--- src/rtl/arbitro_escritura_br.sv ---
// -----------------------------------------------------------------------------
// arbitro_escritura_br
//
// Shares the single write port of the 32x32 register bank between two writers:
//   A = ALU writeback, B = memory-load writeback.
// Each writer offers beats with a valid/ready handshake. Round-robin
// arbitration accepts at most one beat per cycle. The accepted beat appears on
// the registered bank-side outputs exactly one cycle later. A saturating
// counter records cycles in which some valid requester was held off.
//
// Parameters
//   DATA_W  width of write data          (default 32)
//   ADDR_W  width of register index      (default 5)
//   CNT_W   width of Stall_Count         (default 16)
//
// Ports
//   clk          in   clock, rising edge
//   rst_n        in   asynchronous, active-low reset
//   ReqA_Valid   in   A presents a write
//   ReqA_Reg     in   A destination register
//   ReqA_Data    in   A write data
//   ReqA_Ready   out  A beat accepted this cycle when Valid&Ready
//   ReqB_Valid   in   B presents a write
//   ReqB_Reg     in   B destination register
//   ReqB_Data    in   B write data
//   ReqB_Ready   out  B beat accepted this cycle when Valid&Ready
//   RegWrite     out  bank write enable (registered)
//   Write_Reg    out  bank write index  (registered)
//   Write_Data   out  bank write data   (registered)
//   Stall_Count  out  saturating count of contended cycles
//
// Build option
//   ZERO_REG_PROTECT_EN  when defined, beats addressed to register 0 are
//                        accepted normally but never reach the bank.
//
// Arbitration state (last_grant)
//   state   | meaning
//   GRANT_A | A won the most recent accept; B wins the next tie
//   GRANT_B | B won the most recent accept (reset value); A wins the next tie
// -----------------------------------------------------------------------------
module arbitro_escritura_br #(
  parameter int DATA_W = 32,
  parameter int ADDR_W = 5,
  parameter int CNT_W  = 16
) (
  input  logic              clk,
  input  logic              rst_n,
  input  logic              ReqA_Valid,
  input  logic [ADDR_W-1:0] ReqA_Reg,
  input  logic [DATA_W-1:0] ReqA_Data,
  output logic              ReqA_Ready,
  input  logic              ReqB_Valid,
  input  logic [ADDR_W-1:0] ReqB_Reg,
  input  logic [DATA_W-1:0] ReqB_Data,
  output logic              ReqB_Ready,
  output logic              RegWrite,
  output logic [ADDR_W-1:0] Write_Reg,
  output logic [DATA_W-1:0] Write_Data,
  output logic [CNT_W-1:0]  Stall_Count
);

  typedef enum logic {
    GRANT_A = 1'b0,
    GRANT_B = 1'b1
  } grant_t;

  localparam logic [CNT_W-1:0] CNT_ONE = CNT_W'(1);
  localparam logic [CNT_W-1:0] CNT_MAX = '1;

  grant_t              last_grant;
  grant_t              last_grant_next;
  logic                grant_a;
  logic                grant_b;
  logic                accept;
  logic                stall;
  logic                write_en;
  logic [ADDR_W-1:0]   sel_reg;
  logic [DATA_W-1:0]   sel_data;

  // ---------------------------------------------------------------------------
  // Arbitration state register
  // ---------------------------------------------------------------------------
  always_ff @(posedge clk or negedge rst_n) begin
    if (!rst_n) begin
      last_grant <= GRANT_B;
    end else begin
      last_grant <= last_grant_next;
    end
  end

  // ---------------------------------------------------------------------------
  // Grant decision and next arbitration state.
  // Grants depend only on the two Valids and last_grant, so neither requester
  // can create a loop through its own Ready. Grants are held off while reset is
  // asserted so nothing looks accepted during reset.
  // ---------------------------------------------------------------------------
  always_comb begin
    grant_a         = 1'b0;
    grant_b         = 1'b0;
    last_grant_next = last_grant;

    if (rst_n) begin
      if (ReqA_Valid && ReqB_Valid) begin
        if (last_grant == GRANT_B) begin
          grant_a = 1'b1;
        end else begin
          grant_b = 1'b1;
        end
      end else if (ReqA_Valid) begin
        grant_a = 1'b1;
      end else if (ReqB_Valid) begin
        grant_b = 1'b1;
      end
    end

    if (grant_a) begin
      last_grant_next = GRANT_A;
    end else if (grant_b) begin
      last_grant_next = GRANT_B;
    end
  end

  assign ReqA_Ready = grant_a;
  assign ReqB_Ready = grant_b;

  // ---------------------------------------------------------------------------
  // Winning beat selection
  // ---------------------------------------------------------------------------
  assign accept   = grant_a | grant_b;
  assign sel_reg  = grant_b ? ReqB_Reg  : ReqA_Reg;
  assign sel_data = grant_b ? ReqB_Data : ReqA_Data;

`ifdef ZERO_REG_PROTECT_EN
  // Register 0 is hardwired to zero in the bank; swallow such beats after the
  // handshake so the requester still sees a normal accept.
  assign write_en = accept && (sel_reg != '0);
`else
  assign write_en = accept;
`endif

  // A requester is stalled when it is valid but not granted this cycle.
  assign stall = (ReqA_Valid && !grant_a) || (ReqB_Valid && !grant_b);

  // ---------------------------------------------------------------------------
  // Registered bank-side outputs. Index/data hold when no write occurs so the
  // bank inputs only toggle on real writes.
  // ---------------------------------------------------------------------------
  always_ff @(posedge clk or negedge rst_n) begin
    if (!rst_n) begin
      RegWrite   <= 1'b0;
      Write_Reg  <= '0;
      Write_Data <= '0;
    end else begin
      RegWrite <= write_en;
      if (write_en) begin
        Write_Reg  <= sel_reg;
        Write_Data <= sel_data;
      end
    end
  end

  // ---------------------------------------------------------------------------
  // Contention counter, saturating at all-ones.
  // ---------------------------------------------------------------------------
  always_ff @(posedge clk or negedge rst_n) begin
    if (!rst_n) begin
      Stall_Count <= '0;
    end else if (stall && (Stall_Count != CNT_MAX)) begin
      Stall_Count <= Stall_Count + CNT_ONE;
    end
  end

endmodule
--- config.mk ---
export PLATFORM = sky130hd
export DESIGN_NAME = arbitro_escritura_br
export DESIGN_NICKNAME = d
export VERILOG_FILES = /design/src/rtl/arbitro_escritura_br.sv
export SDC_FILE = /design/constraint.sdc
export NUM_CORES = 1
export LEC_CHECK = 0
export BUFFER_PORTS_ARGS = -buffer_cell sky130_fd_sc_hd__buf_2
export CORE_ASPECT_RATIO = 1.75
export CORE_UTILIZATION = 41
export CTS_BUF_LIST = sky130_fd_sc_hd__clkbuf_16
export CTS_CLUSTER_DIAMETER = 150
export DETAILED_ROUTE_END_ITERATION = 12
export GPL_ROUTABILITY_DRIVEN = 0
export HOLD_SLACK_MARGIN = 0.05
export PLACE_DENSITY = 0.8
export RECOVER_POWER = 50
export SYNTH_ARGS = -nofsm -noshare
export SYNTH_HDL_FRONTEND = slang
export SYNTH_SLANG_ARGS = --single-unit
export TNS_END_PERCENT = 30
--- constraint.sdc ---
create_clock -name clk -period 1.6 [get_ports clk]
set_clock_uncertainty 0.05 [all_clocks]
set_input_delay 0.32 -clock clk [delete_from_list [all_inputs] [get_ports clk]]
set_output_delay 0.32 -clock clk [all_outputs]
set_load 0.005 [all_outputs]
Word level (Yosys, flattened, before mapping)
Cells that the tools add are included.
- logic and storage cells: 29
- flip-flop bits (word level): 55
- input bits: 78
- bitwise logic cells: 1
- equality and inequality tests: 1
- reductions and logical operators: 8
- muxes and demuxes: 13
- $add $sub $neg: 1
- operators by type and width (cell ; number):
    2-to-1 mux 32 bit ; 1
    adder 16 x 1 -> 16 bit, second input constant ; 1
    inequality test 16 bit, second input constant ; 1
    2-to-1 mux 1 bit ; 11
    2-to-1 mux 5 bit ; 1
    logical AND 1 bit ; 4
    zero test 1 bit ; 2
    nonzero test 2 bit ; 1
    logical OR 1 bit ; 1
    bitwise OR 1 bit ; 1

Depth between registers and ports, before layout
- word-level depth: 8
- depth in mapped cells: 6

Least setup slack after synthesis
OpenSTA, ideal clock, no wires.
- path type: reg-to-reg
- from: register Stall_Count[0]
- to: register Stall_Count[3]
- setup slack: -0.064 ns
- buffers on the path: 1
- stages on the path, launching flop included: 7
- period minus slack after synthesis: 1.664 ns
- arrival: 1.475 ns
- library setup time: 0.139 ns
- path through: dfrtp_1 -> ha_1 -> nand4_1 -> nor4_1 -> buf_2 -> nor4b_1 -> xor2_1
- longest elaborated chain between the ends: 2
- elaborated cells on any way between the ends: 3
- RTL lines (item ; line ; source):
    from (decl) ; 59 ; output logic [CNT_W-1:0] Stall_Count
    from (signal assigned) ; 169 ; Stall_Count <= Stall_Count + CNT_ONE;
    parallel branches: the longest is 2 deep, another holds adder 16 x 1 -> 16 bit ; n/a ;
Several ways; the timed one is not identified.
A chain may end at the register's enable or synchronous reset.

Worst setup path after layout
- from: register Stall_Count[6]
- to: register Stall_Count[5]
- longest elaborated chain between the ends: 2
- RTL lines (item ; line ; source):
    inequality test 16 bit ; 168 ; end else if (stall && (Stall_Count != CNT_MAX)) begin
    logical AND 1 bit ; 168 ;
No other way between the ends.

==> impl_metrics.toml <==
[yosys]
yosysMostFrequentCell = "dfrtp_1"
ys_seq_elements = 55
ys_seq_area_share_pct = 52.9
syn-cell-area_um2 = 2610
synth_commonest_cells = "dfrtp_1 (54), nand2_1 (42), o21ai_0 (38)"
yosys_most_used_dff = "dfrtp_1"
ys_types = 30
ys_warn_count = 0
synth.avg_cell_area_um2 = 10.6
synth_area_leaders = "dfrtp_1 (52%), mux2i_1 (14%), o21ai_0 (7.3%)"
yosysTopAreaCell = "dfrtp_1"
synthesis.nets = 325
synthArstFlopShare_pct = 100
synth_cells = 246
synth_edf_count = 0
netlist.area_leader.share_pct = 51.8

[sta]
slew_viol_final = 0
rsz0062_at_grt = "yes"
fmax_ghz = 0.611
finalSetupTns_ps = -130
holdWs_ps = 65.8
worst_slack_ps = -35.8
relSlewSlack_pct = 44.8
worstMarginPinSlew_ps = 827
period_share_pct = 102
finalHoldViolations = 0
finalSetupViolations = 6
finalCriticalPeriod_ps = 1640

[min_path]
hp-class = "primary input to asynchronous set/reset pin"

[clock_tree]
clkLatencyLatePin_ps = 290
clockBufferDepth = 2
cts.clk_slew.worst_paths_ps = 70
cts_tree = "yes"
clock-sinks = 55
root_buffer = "clkbuf_16"
htreeDepth = 2
numCtsBuffers = 5

[route]
vias_per_cell = 4.88
vias = 2359
firstDrtPassIters = 4
ant_nets = 0
wl_per_cell_um = 13.1
drc = 0
routed_wl_um = 6320
drtIter0Drc = 78

[cells_and_area]
antenna_cells = 0
area_growth_pct = 45.8
drive_above_1_share_pct = 46.4
final_util_pct = 61.5
final_nets = 482
fill_cells = 535

[die]
io_pins = 134
start_util_pct = 42.2
fp.dieW_um = 62.3
dieArea_um2 = 6690
rows = 38
die_h_um = 107
coreArea_um2 = 6180

[pwr]
power_density_nw_per_um2 = 1120
power.clock.fraction_pct = 28.2
power.internal_mw = 3.01
vdd_drop_max_mv = 0.774
seqPwrFrac_pct = 43.8
leakagePower_nw = 2.07
pwr-share-comb_pct = 28.0
p_sw_share_pct = 29.1
power.switching_mw = 1.24

[global_routing]
grt_pass1_wl_um = 9840
track_usage_pct = 18.7
grt_max_degree = 47
antenna_found_initial = 0
grt_pass1_vias = 2182
gr-total-overflow = 0

[worst_setup_path]
arrival_ps = 1750
end_kind = "register"
cp_max_fo = 5
worst_setup_path_start_kind = "register"
crit_required_ps = 1720
ff2ff_path_depth = 6
worst-setup-path-type = "register to register"

[run]
cap_violations = 0

[status]
outcome = "complete, but fails checks"
violations = "negative setup slack"

[place]
port_buffers = 133
hpwlAfterDp_um = 4960
dp_slack_ps = -110
==> power groups by stage <==
stage | sequential (mW) | clock [mW] | combinational [mW]
2_1_floorplan | 1.93 | 0 | 0.414
3_3_place_gp | 1.87 | 0 | 1.12
3_5_place_dp | 1.88 | 0 | 1.18
4_1_cts | 1.86 | 1.23 | 1.19
5_1_grt | 1.90 | 1.27 | 1.30
6_report | 1.86 | 1.20 | 1.19
==> repair_timing <==
| item | 4_1_cts | 5_1_grt |
|---|---|---|
| endpoints found under the setup margin | 9 | 29 |
| hold endpoints to repair | 1 | 0 |
| resized for setup | 3 | 18 |
| buffers inserted | 2 | 0 |
| pin swaps | 3 | 0 |
| hold buffers | 1 | 0 |
==> metrics by stage <==
step           area (µm²)  std cells  power [mW]
2_1_floorplan        2620        246        2.35
3_3_place_gp         3560        473        2.99
3_5_place_dp         3560        473        3.06
4_1_cts              3750        483        4.27
5_1_grt              3800        483        4.47
6_report             3800        483        4.25
==> worst paths after layout <==
path,start,endpoint,slack [ps]
max in group asynchronous,rst_n,Write_Data[4]$_DFFE_PN0P_,640
hold / removal,rst_n,last_grant$_DFFE_PN1P_,70
min in group clk,ReqB_Data[24],Write_Data[24]$_DFFE_PN0P_,260
setup reg to reg,Stall_Count[6]$_DFFE_PN0P_,Stall_Count[5]$_DFFE_PN0P_,-40
hold reg to reg,Write_Reg[1]$_DFFE_PN0P_,Write_Reg[1]$_DFFE_PN0P_,430
setup / recovery,Stall_Count[6]$_DFFE_PN0P_,Stall_Count[5]$_DFFE_PN0P_,-40
==> routing by layer <==
metal / global-route usage, % / share of wire [%] / up-vias
met5: 0 / 0 / -
met4: 7.14 / 1.7 / 0
met3: 3.07 / 3.9 / 8
met2: 34.6 / 56 / 79
met1: 21.3 / 39 / 1104
li1: - / - / 1168
==> final cells by class <==
| cell class | instances | area (µm²) | area share [%] |
|---|---|---|---|
| clock buffer | 5 | 125 | 3.29 |
| multi-input combinational | 172 | 1210 | 31.8 |
| inverter | 5 | 18.8 | 0.494 |
| timing repair buffer | 164 | 935 | 24.6 |
| clock inverter | 2 | 33.8 | 0.889 |
| sequential | 55 | 1380 | 36.3 |
| tap | 80 | 100 | 2.63 |
==> cell usage in the layout (no fill, tap or decap), types with 2 or more instances in the layout <==
master       n
and4_1       2
buf_2      129
buf_4       23
buf_6        3
clkbuf_1     4
clkbuf_16    5
clkbuf_2     2
dfrtp_1     54
inv_1        4
inv_2        2
mux2i_1     36
nand2_1     42
nand3_1      6
nand3_2      2
nand4_1      5
nor2_1       2
nor3_1       3
nor3_2       2
nor4_2       6
nor4b_2      3
o21ai_0     30
o21ai_1      7
xor2_1      14
==> sequential cells by signal, indices dropped and copies added (netlist names) <==
name / count
RegWrite: 1
Stall_Count: 16
Write_Data: 32
Write_Reg: 5
last_grant: 1
==> critical path, cell delays in order, from the launching register on <==
cell and delay (ps):
dfrtp_1 460, nand3_1 120, nor4_2 340, buf_4 200, buf_4 130, nor4_1 50, xor2_1 160
==> cell families (layout without fill, tap and decap cells) <==
kind of cell	count (synthesis)	after routing	synth area share (%)
AOI/OAI and AO/OA	41	41	8.11
and+or+nand+nor	76	76	15.1
DFF	55	55	52.9
buffers and inverters	19	176	3.36
muxes	38	38	14.6
adders and majority gates	2	2	0.912
xor gates and xnor gates	15	15	5.04
No activity file was read; power rests on OpenSTA's default activity.
